## src/rtl/ascon_fsm_if.sv

```systemverilog
// ascon_fsm_if: handshake and datapath-control bundle between the ASCON controller and its environment
interface ascon_fsm_if;
  logic       start_i;
  logic       data_valid_i;
  logic       data_ready_o;
  logic [3:0] round_o;
  logic       selectionp_o;
  logic       enable_o;
  logic       bypass_o;
  logic       mode_int_ext_o;
  logic       xor_key_end_o;
  logic       xor_lsb_end_o;
  logic       en_cipher_o;
  logic       en_tag_o;
  logic       busy_o;
  logic       done_o;
  modport master (
    output start_i, data_valid_i,
    input  data_ready_o, round_o, selectionp_o, enable_o, bypass_o, mode_int_ext_o,
           xor_key_end_o, xor_lsb_end_o, en_cipher_o, en_tag_o, busy_o, done_o
  );
  modport slave (
    input  start_i, data_valid_i,
    output data_ready_o, round_o, selectionp_o, enable_o, bypass_o, mode_int_ext_o,
           xor_key_end_o, xor_lsb_end_o, en_cipher_o, en_tag_o, busy_o, done_o
  );
endinterface

```

## src/rtl/ascon_fsm.sv

```systemverilog
// ascon_fsm: control sequencer for the ASCON-128 permutation datapath (init, AD, PT, finalisation)
module ascon_fsm #(
  parameter int AD_BLOCKS = 1,
  parameter int PT_BLOCKS = 4
) (
  input logic        clock_i,
  input logic        resetb_i,
  ascon_fsm_if.slave bus
);
  localparam int MB = AD_BLOCKS > PT_BLOCKS ? AD_BLOCKS : PT_BLOCKS;
  localparam int BW = MB > 1 ? $clog2(MB) : 1;
  typedef enum logic [2:0] {IDLE, INIT, WAIT_AD, AD, WAIT_PT, PT, FINAL, DONE} state_t;
  state_t state;
  logic [3:0] rnd;
  logic [BW-1:0] blk;
  logic last_r, last_ad, last_pt, wv, run;
  assign last_r  = rnd == 4'd11;
  assign last_ad = blk == BW'(AD_BLOCKS - 1);
  assign last_pt = blk == BW'(PT_BLOCKS - 1);
  assign run     = state == INIT || state == AD || state == PT || state == FINAL;
  // A valid block in a WAIT state executes its first round in the same cycle
  assign wv      = (state == WAIT_AD || state == WAIT_PT) && bus.data_valid_i;
  always_ff @(posedge clock_i) begin
    if (resetb_i) begin
      state <= IDLE;
      rnd   <= '0;
      blk   <= '0;
    end else begin
      case (state)
        IDLE, DONE: if (bus.start_i) begin
          state <= INIT;
          rnd   <= '0;
          blk   <= '0;
        end
        INIT: if (last_r) begin
          state <= WAIT_AD;
          blk   <= '0;
        end else rnd <= rnd + 4'd1;
        WAIT_AD: if (bus.data_valid_i) begin
          state <= AD;
          rnd   <= 4'd7;
        end
        AD: if (last_r) begin
          state <= last_ad ? WAIT_PT : WAIT_AD;
          blk   <= last_ad ? '0 : blk + BW'(1);
        end else rnd <= rnd + 4'd1;
        WAIT_PT: if (bus.data_valid_i) begin
          state <= last_pt ? FINAL : PT;
          rnd   <= last_pt ? 4'd1 : 4'd7;
        end
        PT: if (last_r) begin
          state <= WAIT_PT;
          blk   <= blk + BW'(1);
        end else rnd <= rnd + 4'd1;
        FINAL: if (last_r) state <= DONE;
        else rnd <= rnd + 4'd1;
      endcase
    end
  end
  assign bus.busy_o         = state != IDLE && state != DONE;
  assign bus.done_o         = state == DONE;
  assign bus.data_ready_o   = wv;
  assign bus.enable_o       = run || wv;
  assign bus.bypass_o       = !wv;
  // The last plaintext block starts finalisation: its first round is p^a round 0
  assign bus.round_o        = wv ? ((state == WAIT_PT && last_pt) ? 4'd0 : 4'd6) : rnd;
  assign bus.selectionp_o   = bus.busy_o && !(state == INIT && rnd == 4'd0);
  assign bus.mode_int_ext_o = wv && state == WAIT_PT && last_pt;
  assign bus.xor_key_end_o  = last_r && (state == INIT || state == FINAL);
  assign bus.xor_lsb_end_o  = state == AD && last_r && last_ad;
  assign bus.en_cipher_o    = wv && state == WAIT_PT;
  assign bus.en_tag_o       = state == FINAL && last_r;
endmodule

```

## src/flat_wrapper.sv

```systemverilog
// flat-port wrapper written by rule: the top's interface ports become plain ports
module ascon_fsm_flat 
#(
  parameter int AD_BLOCKS = 1,
  parameter int PT_BLOCKS = 4
)
  (clock_i, resetb_i, bus_start_i, bus_data_valid_i, bus_data_ready_o, bus_round_o, bus_selectionp_o, bus_enable_o, bus_bypass_o, bus_mode_int_ext_o, bus_xor_key_end_o, bus_xor_lsb_end_o, bus_en_cipher_o, bus_en_tag_o, bus_busy_o, bus_done_o);
  ascon_fsm_if bus_i ();
  input logic clock_i;
  input logic resetb_i;
  input wire logic [$bits(bus_i.start_i)-1:0] bus_start_i;
  input wire logic [$bits(bus_i.data_valid_i)-1:0] bus_data_valid_i;
  output wire logic [$bits(bus_i.data_ready_o)-1:0] bus_data_ready_o;
  output wire logic [$bits(bus_i.round_o)-1:0] bus_round_o;
  output wire logic [$bits(bus_i.selectionp_o)-1:0] bus_selectionp_o;
  output wire logic [$bits(bus_i.enable_o)-1:0] bus_enable_o;
  output wire logic [$bits(bus_i.bypass_o)-1:0] bus_bypass_o;
  output wire logic [$bits(bus_i.mode_int_ext_o)-1:0] bus_mode_int_ext_o;
  output wire logic [$bits(bus_i.xor_key_end_o)-1:0] bus_xor_key_end_o;
  output wire logic [$bits(bus_i.xor_lsb_end_o)-1:0] bus_xor_lsb_end_o;
  output wire logic [$bits(bus_i.en_cipher_o)-1:0] bus_en_cipher_o;
  output wire logic [$bits(bus_i.en_tag_o)-1:0] bus_en_tag_o;
  output wire logic [$bits(bus_i.busy_o)-1:0] bus_busy_o;
  output wire logic [$bits(bus_i.done_o)-1:0] bus_done_o;
  assign bus_i.start_i = bus_start_i;
  assign bus_i.data_valid_i = bus_data_valid_i;
  assign bus_data_ready_o = bus_i.data_ready_o;
  assign bus_round_o = bus_i.round_o;
  assign bus_selectionp_o = bus_i.selectionp_o;
  assign bus_enable_o = bus_i.enable_o;
  assign bus_bypass_o = bus_i.bypass_o;
  assign bus_mode_int_ext_o = bus_i.mode_int_ext_o;
  assign bus_xor_key_end_o = bus_i.xor_key_end_o;
  assign bus_xor_lsb_end_o = bus_i.xor_lsb_end_o;
  assign bus_en_cipher_o = bus_i.en_cipher_o;
  assign bus_en_tag_o = bus_i.en_tag_o;
  assign bus_busy_o = bus_i.busy_o;
  assign bus_done_o = bus_i.done_o;
  ascon_fsm #(.AD_BLOCKS(AD_BLOCKS), .PT_BLOCKS(PT_BLOCKS)) u_core (.clock_i(clock_i), .resetb_i(resetb_i), .bus(bus_i));
endmodule
```

## config.mk

```make
export PLATFORM = sky130hd
export DESIGN_NAME = ascon_fsm_flat
export DESIGN_NICKNAME = d
export VERILOG_FILES = /design/src/rtl/ascon_fsm_if.sv /design/src/rtl/ascon_fsm.sv /design/src/flat_wrapper.sv
export SDC_FILE = /design/constraint.sdc
export NUM_CORES = 1
export LEC_CHECK = 0
export ABC_AREA = 1
export BUFFER_PORTS_ARGS = -buffer_cell sky130_fd_sc_hd__clkbuf_2
export CAP_MARGIN = 20
export CORE_ASPECT_RATIO = 1.1
export CORE_MARGIN = 3
export CORE_UTILIZATION = 55
export CTS_BUF_LIST = sky130_fd_sc_hd__clkbuf_8
export DETAILED_ROUTE_END_ITERATION = 8
export HOLD_SLACK_MARGIN = 0.06
export PLACE_DENSITY = 0.8
export SYNTH_ARGS = -nofsm -noshare
export SYNTH_HDL_FRONTEND = slang
export SYNTH_SLANG_ARGS = --single-unit
```

## constraint.sdc

```tcl
create_clock -name clock_i -period 3.9 [get_ports clock_i]
set_input_delay 0 -clock clock_i [delete_from_list [all_inputs] [get_ports clock_i]]
set_output_delay 0 -clock clock_i [all_outputs]
set_load 0.02 [all_outputs]
```

==> results_tabular.tex, run 1 <==
\begin{tabular}{lr}
\hline
Metric & Value \\
\hline
\multicolumn{2}{l}{\textbf{Placed design}} \\
\quad Routability-driven placement congestion ratio & 0.878 \\
\quad Pre-CTS setup slack & 2.37 ns \\
\quad DPL Wire Length & around 1800 microns \\
\quad Buffers added on ports & 18 \\
\multicolumn{2}{l}{\textbf{Final layout}} \\
\quad Ant. Diodes & 0 \\
\quad Proportion of layout cells with a drive suffix above 1 & 0.262 \\
\quad Final net count & about 180 \\
\quad Area taken by flip-flops and latches & 180 sq um \\
\quad Post-synthesis to final-layout area growth & 14.7\% \\
\quad Most frequent cells in the layout & nand2\_1 (37), nor2\_1 (24), clkbuf\_2 (18) \\
\quad Area of combinational cells with multiple inputs & 626 sq um \\
\quad Commonest non-fill, non-tap cell in the layout & nand2\_1 \\
\quad Count of filler cells inserted in the layout & 130 \\
\multicolumn{2}{l}{\textbf{Timing}} \\
\quad Number of failing hold endpoints at the final stage & 0 \\
\quad Timing-limited maximum frequency & 607 MHz \\
\quad Final critical-path required period & 1.65 ns \\
\quad Unrepaired setup endpoints after global routing & no \\
\quad Final sum of negative setup slack & 0 ns \\
\quad Slew Limit Headroom & 0.719 \\
\quad Final Setup Violations & 0 \\
\quad Max-slew violation count & 0 \\
\quad PnR worst setup slack & 2.25 ns \\
\quad Clock Skews & around 0.0016 ns \\
\quad Worst Tran Pin Value & 0.421 ns \\
\quad Period utilization & 0.422 \\
\multicolumn{2}{l}{\textbf{Global route}} \\
\quad Initial antenna violation count & 0 \\
\quad Maximum number of pins on one net before global-route repair & 12 \\
\quad Wire length of the first global-routing pass & 3680 microns \\
\quad Vias in the first global route & 850 \\
\quad Total track usage & 0.219 \\
\quad Sum of overflow across all layers after global routing & 0 \\
\multicolumn{2}{l}{\textbf{Synthesis}} \\
\quad Combinational family with the most area after synthesis & simple AND/OR/NAND/NOR gates \\
\quad Post-Synthesis Cells & 148 \\
\quad Share of cell area taken by muxes after synthesis & 0 \\
\quad Synthesized cell area & 917 sq um \\
\quad Mapped Nets & 157 \\
\quad Complex-gate fraction of the synthesized area & 0.0996 \\
\quad Post-Syn Area per Cell & 6.20 sq um \\
\quad Fraction of the mapped netlist area in adder cells & 0.0682 \\
\quad Yosys warnings & 0 \\
\quad XOR/XNOR Fraction of Synth Area & 0 \\
\quad Sequential cell area fraction in the yosys report & 0.196 \\
\quad Yosys reg bits & 9 \\
\quad Number of different library cells in the post-synthesis netlist & 24 \\
\quad Fraction of the mapped netlist area in simple logic gates & 0.514 \\
\multicolumn{2}{l}{\textbf{Clocking}} \\
\quad Source-to-sink clock delay at the later pin of the worst-skew pair & roughly 0.23 ns \\
\quad Clock buffer count from CTS & 3 \\
\quad Cell chosen for the clock root & clkbuf\_8 \\
\quad Clock-pin slew on the worst setup and hold paths & 0.04 ns \\
\quad Clock tree from TritonCTS & done \\
\quad Worst-case clock buffer depth & 2 \\
\quad Number of H-tree levels & 1 \\
\quad Clk sink count & 9 \\
\quad Count of buffers added by post-CTS timing repair for setup & 0 \\
\multicolumn{2}{l}{\textbf{Worst setup path}} \\
\quad Most common cell on crit path & nand2\_2 \\
\quad Worst Setup Path Type & reg2out \\
\quad Kind of end point of the critical path & primary output \\
\quad Worst reg-to-reg setup slack & 2.34 ns \\
\quad Data required, critical path & slightly below 4 ns \\
\quad Highest cell delay on the worst timing path & 0.57 ns \\
\quad Highest fanout seen on the critical path & 11 \\
\quad Nature of the critical path startpoint & register \\
\quad Critical-path cell list & inv\_4 > nand2\_2 > nand2\_2 > nor2\_4 > inv\_2 > a21oi\_1 > clkbuf\_2 \\
\quad Dominant delay contributor by cell family on the critical path & flip-flops \\
\quad Arrival time at the worst endpoint & $\sim$1.7 ns \\
\quad Worst path buffer plus inverter count & 3 \\
\quad Slowest stage cell on the critical path & dfxtp\_1 \\
\multicolumn{2}{l}{\textbf{Detailed routing}} \\
\quad Number of nets with antenna violations after detailed routing & 0 \\
\quad DR iter-0 viols & 28 \\
\quad Detailed-route via count & 984 \\
\quad Average wire per standard cell & 11.7 microns \\
\quad Overall routed net length & roughly 2200 microns \\
\quad DR vias/cell & 5.35 \\
\quad Residual DRC count & 0 \\
\quad Pre-antenna DRT Iters & 4 \\
\multicolumn{2}{l}{\textbf{Floorplan}} \\
\quad Core area & 1470 sq um \\
\quad Count of standard-cell rows & 14 \\
\quad Vertical die dimension & just under 50 microns \\
\quad Number of top-level pins & 19 \\
\quad Starting utilization of the core area & 0.623 \\
\quad Die width & approximately 45 microns \\
\quad Die ar. & 2190 sq um \\
\multicolumn{2}{l}{\textbf{Pwr}} \\
\quad Worst voltage drop across the vdd grid & 0.519 mV \\
\quad Post-layout power & 0.858 mW \\
\quad Pwr/cell area & 815 nW/um\^{}2 \\
\quad Static leakage power & 0.548 nW \\
\multicolumn{2}{l}{\textbf{Job}} \\
\quad Number of maximum-capacitance violations & 0 \\
\multicolumn{2}{l}{\textbf{Run status}} \\
\quad Run status & completed \\
\multicolumn{2}{l}{\textbf{Min path}} \\
\quad Class of the tightest hold or removal check & in2reg \\
\hline
\end{tabular}
[registers in the layout, indices dropped and copies added, names as in the netlist]
register,flops
u_core.blk,2
u_core.rnd,4
u_core.state,3
[kinds of logic after synthesis]
kind of cell / after synthesis
AND/OR/NAND/NOR: 93
flip-flops: 9
buffers and inverters: 24
adder cells (fa/ha/maj): 5
AO/OA/AOI/OAI: 17
[final timing paths]
path	start	end	cells after the start
min reg2reg	u_core.rnd[1]	u_core.rnd[1]	2
max	u_core.state[2]	bus_round_o[2]	7
max reg2reg	u_core.rnd[0]	u_core.state[0]	8
min	bus_data_valid_i	u_core.state[2]	5
[what timing repair did]
| item | 4_1_cts | 5_1_grt |
|---|---|---|
| hold buffers | 1 | 0 |
| hold endpoints to repair | 5 | 0 |
| gates resized for setup | 0 | 0 |
[worst min-delay path: stages]
cell and delay (ns):
clkbuf_2 0.09, nor2_1 0.13, o21ai_1 0.09, nand2_1 0.05, nor2_1 0.03
[final cells by class]
class | count | share of cell area
Clock buffer | 3 | 0.0392
Sequential cell | 9 | 0.171
Clock inverter | 1 | 0.00357
Timing Repair Buffer | 19 | 0.0951
Multi-Input combinational cell | 115 | 0.595
Tap cell | 16 | 0.0190
Inverter | 21 | 0.0773
[per-stage QoR]
stage           util  cells  hold slack (ns)  area (sq um)
3_5_place_dp   0.678    179            0.258           997
6_report       0.715    184            0.206          1050
3_3_place_gp   0.678    179            0.250           997
5_1_grt        0.715    184            0.252          1050
4_1_cts        0.715    184            0.198          1050
2_1_floorplan      -    148           0.0691           917
[where the power goes]
part / switching, mW / total [mW] / internal, mW
sequential: 0.0591 / 0.187 / 0.128
combinational: 0.379 / 0.570 / 0.191
clock: 0.0333 / 0.102 / 0.0682
[layer usage]
layer | share of wire | global-route usage | vias up
met3 | 0.087 | 0.0221 | 6
met2 | 0.44 | 0.307 | 53
met4 | 0.023 | 0.117 | 0
met1 | 0.45 | 0.318 | 420
met5 | 0 | 0 | -
li1 | - | - | 505
[synth_stat cells (all sizes together)]
cell type	n	area, sq um
buf	3	30.0
o21ai	6	30.0
a32oi	1	8.76
dfxtp	9	180
nor2	29	141
ha	5	62.6
nand2	46	210
nand3	14	97.6
nand4	1	6.26
inv	21	81.3
nor3	2	10.0
a21oi	9	45.0
or2	1	6.26
o21a	1	7.51
Note: power is estimated with default switching activity, not from simulation.
==> run 2: changes to the inputs <==
Settings changed: CORE_UTILIZATION 55 to 50, PLACE_DENSITY 0.8 to 0.77.
Clock period 3.9 ns to 1.4 ns, I/O delays scaled along.
==> run 2 against run 1 <==
  * Final area is 21% higher
  * Clock skew is 0.0036 ns higher
  * First-iteration DRC count is 11% lower
  * Routed wire length is 16% higher
  * Via count is 6.5% higher
  * Register-to-register slack worse by 2.3 ns
  * Critical path type is now reg2reg
  * Critical path depth is 3 higher
  * Clock-buffer cell count stayed put
==> results_tabular.tex, run 2 (synthesis gave the netlist of run 1 again) <==
\begin{tabular}{lr}
\hline
Metric & Value \\
\hline
\multicolumn{2}{l}{\textbf{Final layout}} \\
\quad Count of filler cells inserted in the layout & 139 (was 130) \\
\quad Largest register by flop count & u\_core.rnd (unchanged) \\
\quad Area taken by flip-flops and latches & 191 sq um (was 180 sq um) \\
\quad Ant. Diodes & 0 (unchanged) \\
\quad Largest regs & u\_core.rnd x4, u\_core.state x3, u\_core.blk x2 (unchanged) \\
\quad Final cell count without fillers & 196 (was 184) \\
\quad Most frequent cells in the layout & nand2\_1 (34), nor2\_1 (20), inv\_1 (17) (was nand2\_1 (37), nor2\_1 (24), clkbuf\_2 (18)) \\
\quad Commonest non-fill, non-tap cell in the layout & nand2\_1 (unchanged) \\
\quad Final net count & 189 (was 178) \\
\quad Area of combinational cells with multiple inputs & 704 sq um (was 626 sq um) \\
\quad Flip-flop count of the largest register after layout & 4 (unchanged) \\
\quad Post-synthesis to final-layout area growth & 38.6\% (was 14.7\%) \\
\quad Proportion of layout cells with a drive suffix above 1 & 0.402 (was 0.262) \\
\multicolumn{2}{l}{\textbf{Worst setup path}} \\
\quad Critical-path cell list & inv\_4 > nand2\_4 > nand2\_4 > buf\_4 > nand3\_2 > nand2\_4 > nor2\_4 > nand2\_1 > nand2\_1 > nor2\_1 (was inv\_4 > nand2\_2 > nand2\_2 > nor2\_4 > inv\_2 > a21oi\_1 > clkbuf\_2) \\
\quad Worst Setup Path Type & reg2reg (was reg2out) \\
\quad Cell depth of the worst setup path & 10 (was 7) \\
\quad Most common cell on crit path & nand2\_4 (was nand2\_2) \\
\quad Arrival time at the worst endpoint & 1.48 ns (was 1.65 ns) \\
\quad Dominant delay contributor by cell family on the critical path & simple AND/OR/NAND/NOR gates (was flip-flops) \\
\quad Worst path buffer plus inverter count & 2 (was 3) \\
\quad Kind of end point of the critical path & register (was primary output) \\
\quad Data required, critical path & 1.53 ns (was 3.90 ns) \\
\quad Worst reg-to-reg setup slack & 0.05 ns (was 2.34 ns) \\
\quad Worst reg-to-reg path cell count & 10 (was 8) \\
\quad Highest cell delay on the worst timing path & 0.40 ns (was 0.57 ns) \\
\quad Slowest stage cell on the critical path & dfxtp\_4 (was dfxtp\_1) \\
\quad Highest fanout seen on the critical path & 8 (was 11) \\
\quad Nature of the critical path startpoint & register (unchanged) \\
\multicolumn{2}{l}{\textbf{Detailed routing}} \\
\quad Overall routed net length & 2500 microns (was 2160 microns) \\
\quad Residual DRC count & 0 (unchanged) \\
\quad DR iter-0 viols & 25 (was 28) \\
\quad Number of nets with antenna violations after detailed routing & 0 (unchanged) \\
\quad Pre-antenna DRT Iters & 4 (unchanged) \\
\quad DR vias/cell & 5.35 (about the same) \\
\quad Detailed-route via count & 1048 (was 984) \\
\quad Average wire per standard cell & 12.7 microns (was 11.7 microns) \\
\multicolumn{2}{l}{\textbf{Pwr}} \\
\quad Switching power of the nets & 1.48 mW (was 0.471 mW) \\
\quad Post-layout power & 2.82 mW (was 0.858 mW) \\
\quad Switching share of total power & 0.524 (was 0.549) \\
\quad Sequential cell fraction of total power & 0.176 (was 0.218) \\
\quad P\_int & 1.34 mW (was 0.387 mW) \\
\quad Worst voltage drop across the vdd grid & 1.32 mV (was 0.519 mV) \\
\quad Pwr/cell area & 2220 nW/um\^{}2 (was 815 nW/um\^{}2) \\
\quad Combinational share of power & 0.721 (was 0.664) \\
\quad Power share of the clock group & 0.104 (was 0.118) \\
\quad Static leakage power & 0.636 nW (was 0.548 nW) \\
\multicolumn{2}{l}{\textbf{Placed design}} \\
\quad Buffers added on ports & 18 (unchanged) \\
\quad DPL Wire Length & 1900 microns (was 1790 microns) \\
\quad Pre-CTS setup slack & -0.0315 ns (was 2.37 ns) \\
\quad Routability-driven placement congestion ratio & 0.905 (was 0.878) \\
\quad \# placed instances & 189 (was 179) \\
\multicolumn{2}{l}{\textbf{Floorplan}} \\
\quad Die ar. & 2380 sq um (was 2190 sq um) \\
\quad Count of standard-cell rows & 15 (was 14) \\
\quad Vertical die dimension & 50.9 microns (was 48.8 microns) \\
\quad Core area & 1650 sq um (was 1470 sq um) \\
\quad Starting utilization of the core area & 0.555 (was 0.623) \\
\quad Number of top-level pins & 19 (unchanged) \\
\quad Die width & 46.8 microns (was 44.9 microns) \\
\multicolumn{2}{l}{\textbf{Timing}} \\
\quad Period utilization & 0.965 \\
\quad Slew Limit Headroom & 0.838 (was 0.719) \\
\quad Final Setup Violations & 0 (unchanged) \\
\quad Worst Tran Pin Value & 0.243 ns (was 0.421 ns) \\
\quad Unrepaired setup endpoints after global routing & yes (was no) \\
\quad PnR worst setup slack & 0.0488 ns (was 2.25 ns) \\
\quad Final critical-path required period & 1.35 ns \\
\quad Number of failing hold endpoints at the final stage & 0 (unchanged) \\
\quad Clock Skews & 0.00520 ns (was 0.00160 ns) \\
\quad Hold slack & 0.183 ns (was 0.206 ns) \\
\quad Max-slew violation count & 0 (unchanged) \\
\quad Final sum of negative setup slack & 0 ns (unchanged) \\
\quad Timing-limited maximum frequency & 740 MHz \\
\multicolumn{2}{l}{\textbf{Clocking}} \\
\quad Clock-pin slew on the worst setup and hold paths & 0.05 ns (was 0.04 ns) \\
\quad Clock buffer count from CTS & 3 (unchanged) \\
\quad Worst-case clock buffer depth & 2 (unchanged) \\
\quad Cell chosen for the clock root & clkbuf\_8 (unchanged) \\
\quad Clk sink count & 9 (unchanged) \\
\quad Clock tree from TritonCTS & done (unchanged) \\
\quad Number of H-tree levels & 1 (unchanged) \\
\quad Source-to-sink clock delay at the later pin of the worst-skew pair & 0.23 ns (about the same) \\
\multicolumn{2}{l}{\textbf{Global route}} \\
\quad Total track usage & 0.222 (was 0.219) \\
\quad Wire length of the first global-routing pass & 3930 microns (was 3680 microns) \\
\quad Initial antenna violation count & 0 (unchanged) \\
\quad Sum of overflow across all layers after global routing & 0 (unchanged) \\
\quad Maximum number of pins on one net before global-route repair & 12 (unchanged) \\
\quad Vias in the first global route & 932 (was 850) \\
\multicolumn{2}{l}{\textbf{Min path}} \\
\quad Class of the tightest hold or removal check & in2reg (unchanged) \\
\quad Worst hold stages & 5 (unchanged) \\
\multicolumn{2}{l}{\textbf{Job}} \\
\quad Number of maximum-capacitance violations & 0 (unchanged) \\
\multicolumn{2}{l}{\textbf{Run status}} \\
\quad Run status & completed (unchanged) \\
\hline
\end{tabular}
run 2: area by class of cell:
| class | count | area share |
|---|---|---|
| Multi-Input combinational cell | 115 | 0.554 |
| Timing Repair Buffer | 30 | 0.165 |
| Sequential cell | 9 | 0.151 |
| Inverter | 21 | 0.0778 |
| Clock buffer | 3 | 0.0325 |
| Tap cell | 17 | 0.0167 |
| Clock inverter | 1 | 0.00295 |
run 2: per-stage QoR:
step                      utilization  cell area [sq um]
after floorplan                     -                917
after global placement          0.653               1080
after detailed placement        0.653               1080
after CTS                       0.707               1170
after global routing            0.770               1270
final                           0.770               1270
run 2: path summary, 6_finish.rpt:
| check | from | to |
|---|---|---|
| max | u_core.state[0] | u_core.state[0] |
| min reg2reg | u_core.blk[1] | u_core.blk[1] |
| max reg2reg | u_core.state[0] | u_core.state[0] |
| min | bus_data_valid_i | u_core.state[2] |
run 2: power by group through the flow:
stage                     sequential (mW)  combinational [mW]  clock, mW
after floorplan                     0.437                1.33          0
after global placement              0.450                1.75          0
after detailed placement            0.457                1.77          0
after global routing                0.510                2.25      0.313
after CTS                           0.468                1.83      0.298
final                               0.496                2.03      0.292
run 2: repair_timing:
action,CTS,global route
endpoints found under the setup margin,15,16
hold buffers,1,0
gates resized for setup,13,32
pin swaps,0,2
setup buffers,0,2
hold endpoints to repair,5,0
run 2: tightest hold or removal path: stages:
cell      delay [ns]
clkbuf_2        0.09
nor2_1          0.11
o21ai_1         0.09
nand2_1         0.05
nor2_1          0.03
run 2: layer usage:
metal	global-route usage	part of all wire	vias up
met3	0.0528	0.056	3
met5	0	0	-
met1	0.260	0.39	486
met2	0.398	0.54	34
met4	0.0415	0.0056	0
li1	-	-	525
==> run 3: changes to the inputs <==
Settings changed: CORE_UTILIZATION 50 to 55, PLACE_DENSITY 0.77 to 0.8.
Clock period 1.4 ns to 1.3 ns, I/O delays scaled along.
==> run 3 against run 2 <==
  * The flow now stops in clock tree synthesis (4_1_cts)
  * Area after synthesis unchanged
  * Synthesized cell count unchanged
==> results_tabular.tex, run 3 <==
\begin{tabular}{lr}
\hline
Metric & Value \\
\hline
\multicolumn{2}{l}{\textbf{Clocking}} \\
\quad Cell chosen for the clock root & clkbuf\_8 (unchanged) \\
\quad Post-cts resize count & 46 (was 13) \\
\quad Clk sink count & 9 (unchanged) \\
\quad Count of buffers added by post-CTS timing repair for setup & 9 (was 0) \\
\quad Clock buffer count from CTS & 3 (unchanged) \\
\quad Worst-case clock buffer depth & 2 (unchanged) \\
\quad Number of H-tree levels & 1 (unchanged) \\
\quad Number of buffers inserted for hold repair after clock tree synthesis & 1 (unchanged) \\
\multicolumn{2}{l}{\textbf{Synthesis}} \\
\quad Combinational family with the most area after synthesis & simple AND/OR/NAND/NOR gates (unchanged) \\
\quad Post-synthesis cell type with the largest combined area & dfxtp\_1 (unchanged) \\
\quad Complex-gate fraction of the synthesized area & 0.0996 (unchanged) \\
\quad Top post-synthesis cells by count & nand2\_1 (37), nor2\_1 (24), inv\_1 (16) (unchanged) \\
\quad Mapped Nets & 157 (unchanged) \\
\quad Synthesized cell area & 917 sq um (unchanged) \\
\quad Sequential cell area fraction in the yosys report & 0.196 (unchanged) \\
\quad Fraction of synthesis flops using an asynchronous set or reset pin & 0 (unchanged) \\
\quad Yosys warnings & 0 (unchanged) \\
\quad Post-synth top flop & dfxtp\_1 (unchanged) \\
\quad Yosys reg bits & 9 (unchanged) \\
\quad Share of the synthesized area in the top cell type & 0.196 (unchanged) \\
\quad Number of different library cells in the post-synthesis netlist & 24 (unchanged) \\
\quad Leading cell type by number of instances after synthesis & nand2\_1 (unchanged) \\
\quad Share of cell area taken by muxes after synthesis & 0 (unchanged) \\
\quad Fraction of the mapped netlist area in simple logic gates & 0.514 (unchanged) \\
\quad XOR/XNOR Fraction of Synth Area & 0 (unchanged) \\
\quad Post-Synthesis Cells & 148 (unchanged) \\
\quad Number of enable flip-flop cells after synthesis & 0 (unchanged) \\
\quad Fraction of the mapped netlist area in adder cells & 0.0682 (unchanged) \\
\quad Top cells by area, synth & dfxtp\_1 (20\%), nand2\_1 (15\%), nor2\_1 (9.8\%) (unchanged) \\
\quad Post-Syn Area per Cell & 6.20 sq um (unchanged) \\
\multicolumn{2}{l}{\textbf{Placed design}} \\
\quad Buffers added on ports & 18 (unchanged) \\
\quad \# placed instances & 196 (was 189) \\
\quad Pre-CTS setup slack & -0.103 ns (was -0.0315 ns) \\
\quad Routability-driven placement congestion ratio & 0.813 (was 0.905) \\
\quad DPL Wire Length & 2040 microns (was 1900 microns) \\
\quad Instance area after placement & 1140 sq um (was 1080 sq um) \\
\multicolumn{2}{l}{\textbf{Floorplan}} \\
\quad Vertical die dimension & 48.8 microns (was 50.9 microns) \\
\quad Die width & 44.9 microns (was 46.8 microns) \\
\quad Starting utilization of the core area & 0.623 (was 0.555) \\
\quad Count of standard-cell rows & 14 (was 15) \\
\quad Number of top-level pins & 19 (unchanged) \\
\multicolumn{2}{l}{\textbf{Run status}} \\
\quad Halt point of the flow & clock tree synthesis (4\_1\_cts) \\
\quad Run status & aborted with a tool error (was completed) \\
\quad Stop Error & [ERROR DPL-0033] detailed placement checks failed during check placement. \\
\hline
\end{tabular}
run 3: cell counts after synthesis:
Identical to the previous run, type by type.
run 3: cell families after synthesis:
family | after synthesis
AND/OR/NAND/NOR | 93
buffers and inverters | 24
AO/OA/AOI/OAI | 17
flip-flops | 9
adder cells (fa/ha/maj) | 5
run 3: stage by stage:
stage | hold WS, ns | util
floorplan | 0.0691 | -
global placement | 0.245 | 0.775
detailed placement | 0.258 | 0.775
==> run 4: changes to the inputs <==
Settings changed: CORE_AREA set to 3 3 64 66, CORE_ASPECT_RATIO 1.1 to not set, CORE_MARGIN 3 to not set, CORE_UTILIZATION 55 to not set, CTS_BUF_LIST sky130_fd_sc_hd__clkbuf_8 to not set, DIE_AREA set to 0 0 67 69, HOLD_SLACK_MARGIN 0.06 to not set, PLACE_DENSITY 0.8 to not set, PLACE_DENSITY_LB_ADDON set to 0.15.
==> run 4 against run 3 <==
  * The flow now finishes, with violations (negative setup slack)
==> results_tabular.tex, run 4 (synthesis gave the netlist of run 1 again) <==
\begin{tabular}{lr}
\hline
Metric & Value \\
\hline
\multicolumn{2}{l}{\textbf{Timing}} \\
\quad Timing-limited maximum frequency & between 700 and 800 MHz \\
\quad Worst Tran Pin Value & 0.292 ns \\
\quad Clock Skews & 0.00895 ns \\
\quad Unrepaired setup endpoints after global routing & yes \\
\quad Period utilization & 1.05 \\
\quad PnR worst setup slack & -0.0650 ns \\
\quad Number of failing hold endpoints at the final stage & 0 \\
\quad Max-slew violation count & 0 \\
\quad Final critical-path required period & 1.36 ns \\
\quad Final sum of negative setup slack & -0.672 ns \\
\quad Slew Limit Headroom & 0.805 \\
\quad Final Setup Violations & 19 \\
\multicolumn{2}{l}{\textbf{Clocking}} \\
\quad Clock tree from TritonCTS & done \\
\quad Clk sink count & 9 (unchanged) \\
\quad Cell chosen for the clock root & clkbuf\_8 (unchanged) \\
\quad Number of buffers inserted for hold repair after clock tree synthesis & 0 (was 1) \\
\quad Clock buffer count from CTS & 3 (unchanged) \\
\quad Clock-pin slew on the worst setup and hold paths & 0.05 ns \\
\quad Worst-case clock buffer depth & 2 (unchanged) \\
\quad Source-to-sink clock delay at the later pin of the worst-skew pair & approximately 0.24 ns \\
\quad Number of H-tree levels & 1 (unchanged) \\
\multicolumn{2}{l}{\textbf{Global route}} \\
\quad Wire length of the first global-routing pass & a little under 5000 microns \\
\quad Sum of overflow across all layers after global routing & 0 \\
\quad Maximum number of pins on one net before global-route repair & 9 \\
\quad Total track usage & 0.133 \\
\quad Vias in the first global route & 1084 \\
\quad Initial antenna violation count & 0 \\
\multicolumn{2}{l}{\textbf{Floorplan}} \\
\quad Core area & roughly 3600 sq um \\
\quad Die ar. & approximately 4600 sq um \\
\quad Vertical die dimension & 69 microns (was 48.8 microns) \\
\quad Die width & 67 microns (was 44.9 microns) \\
\quad Starting utilization of the core area & 0.252 (was 0.623) \\
\quad Number of top-level pins & 19 (unchanged) \\
\quad Count of standard-cell rows & 22 (was 14) \\
\multicolumn{2}{l}{\textbf{Worst setup path}} \\
\quad Launch point of the worst reg-to-reg path & u\_core.state[2] \\
\quad Slowest stage cell on the critical path & dfxtp\_4 \\
\quad Dominant delay contributor by cell family on the critical path & simple AND/OR/NAND/NOR gates \\
\quad Data required, critical path & 1.30 ns \\
\quad Critical register-to-register path endpoint & u\_core.rnd[1] \\
\quad Arrival time at the worst endpoint & 1.36 ns \\
\quad Highest cell delay on the worst timing path & $\sim$0.36 ns \\
\quad Worst reg-to-reg path cell count & 9 \\
\quad Worst path buffer plus inverter count & 3 \\
\quad Highest fanout seen on the critical path & 5 \\
\quad Worst Setup Path Type & reg2out \\
\quad Worst reg-to-reg setup slack & -0.06 ns \\
\quad Nature of the critical path startpoint & register \\
\quad Kind of end point of the critical path & primary output \\
\quad Critical-path cell list & buf\_12 > inv\_12 > nor2\_2 > nand2\_2 > nor2\_4 > a21oi\_2 > clkbuf\_8 \\
\multicolumn{2}{l}{\textbf{Pwr}} \\
\quad Power share of the clock group & 0.090 \\
\quad Sequential cell fraction of total power & 0.145 \\
\quad Static leakage power & 0.771 nW \\
\quad Combinational share of power & 0.765 \\
\quad Worst voltage drop across the vdd grid & 0.516 mV \\
\quad Switching power of the nets & 1.77 mW \\
\quad Switching share of total power & 0.477 \\
\quad Pwr/cell area & 2270 nW/um\^{}2 \\
\quad P\_int & 1.93 mW \\
\multicolumn{2}{l}{\textbf{Placed design}} \\
\quad Buffers added on ports & 18 (unchanged) \\
\quad Routability-driven placement congestion ratio & 0.798 (was 0.813) \\
\quad Pre-CTS setup slack & -0.0310 ns (was -0.103 ns) \\
\quad DPL Wire Length & 2130 microns (was 2040 microns) \\
\multicolumn{2}{l}{\textbf{Final layout}} \\
\quad Ant. Diodes & 0 \\
\quad Final net count & 208 \\
\quad Most frequent cells in the layout & nand2\_1 (32), buf\_4 (30), nor2\_1 (17) \\
\quad Largest register by flop count & u\_core.rnd \\
\quad Post-synthesis to final-layout area growth & 77.9\% \\
\quad Flip-flop count of the largest register after layout & 4 \\
\quad Largest regs & u\_core.rnd x4, u\_core.state x3, u\_core.blk x2 \\
\quad Commonest non-fill, non-tap cell in the layout & nand2\_1 \\
\quad Proportion of layout cells with a drive suffix above 1 & 0.530 \\
\multicolumn{2}{l}{\textbf{Min path}} \\
\quad Hold Startpoint & resetb\_i \\
\quad Class of the tightest hold or removal check & in2reg \\
\quad Worst hold stages & 2 \\
\quad Hold-critical path endpoint & u\_core.blk[1] \\
\multicolumn{2}{l}{\textbf{Job}} \\
\quad Number of maximum-capacitance violations & 0 \\
\multicolumn{2}{l}{\textbf{Detailed routing}} \\
\quad Pre-antenna DRT Iters & 4 \\
\quad Detailed-route via count & 1106 \\
\quad Residual DRC count & 0 \\
\quad Average wire per standard cell & 11.9 microns \\
\quad DR iter-0 viols & 39 \\
\quad Overall routed net length & 2920 microns \\
\quad DR vias/cell & 4.50 \\
\quad Number of nets with antenna violations after detailed routing & 0 \\
\multicolumn{2}{l}{\textbf{Run status}} \\
\quad Violated checks & negative setup slack \\
\quad Run status & finished with violations (was aborted with a tool error) \\
\hline
\end{tabular}
run 4: per-stage QoR:
stage / hold WS, ns / area [sq um] / power [mW] / utilization / instances
global placement: 0.267 / 1180 / 2.56 / 0.326 / 227
finish: 0.00970 / 1630 / 3.70 / 0.449 / 246
detailed placement: 0.271 / 1180 / 2.54 / 0.326 / 227
global route: 0.0347 / 1630 / 4.05 / 0.449 / 246
floorplan: 0.0691 / 932 / 1.93 / - / 148
CTS: 0.0193 / 1510 / 3.45 / 0.416 / 245
run 4: worst max-delay path by stage:
stage                                from         endpoint  slack, ns  depth (start not counted)
after floorplan           u_core.state[2]   bus_round_o[1]      -0.03                          8
after global placement      u_core.rnd[0]  u_core.state[0]      -0.04                          8
after detailed placement    u_core.rnd[0]  u_core.state[1]      -0.03                          8
after CTS                 u_core.state[2]   bus_round_o[1]       -0.1                          8
after global routing      u_core.state[2]   bus_round_o[2]      -0.15                          7
final                     u_core.state[2]   bus_round_o[1]      -0.06                          7
run 4: layout make-up:
cell class	count	area, sq um
well taps	48	60.1
inverters	21	104
clock buffers	4	45.0
fillers	381	2000
flip-flops and latches	9	194
multi-input cells	115	772
repair buffers	49	457
run 4: timing repair:
| item | 4_1_cts | 5_1_grt |
|---|---|---|
| setup buffers | 13 | 1 |
| endpoints found under the setup margin | 19 | 22 |
| pin swaps | 10 | 15 |
| cloned | 1 | 0 |
| gates resized for setup | 38 | 43 |
run 4: layer usage:
| metal | up-vias | wire length [microns] | GRT usage |
|---|---|---|---|
| li1 | 565 | - | - |
| met1 | 502 | 1260 | 0.176 |
| met2 | 33 | 1470 | 0.206 |
| met3 | 6 | 137 | 0.0277 |
| met4 | 0 | 52 | 0.0563 |
| met5 | - | 0 | 0 |
run 4: power groups by stage:
stage | clock network (mW) | registers, mW | logic (mW)
CTS | 0.344 | 0.513 | 2.59
global route | 0.372 | 0.555 | 3.13
global placement | 0 | 0.471 | 2.09
floorplan | 0 | 0.471 | 1.46
finish | 0.333 | 0.536 | 2.83
detailed placement | 0 | 0.475 | 2.06
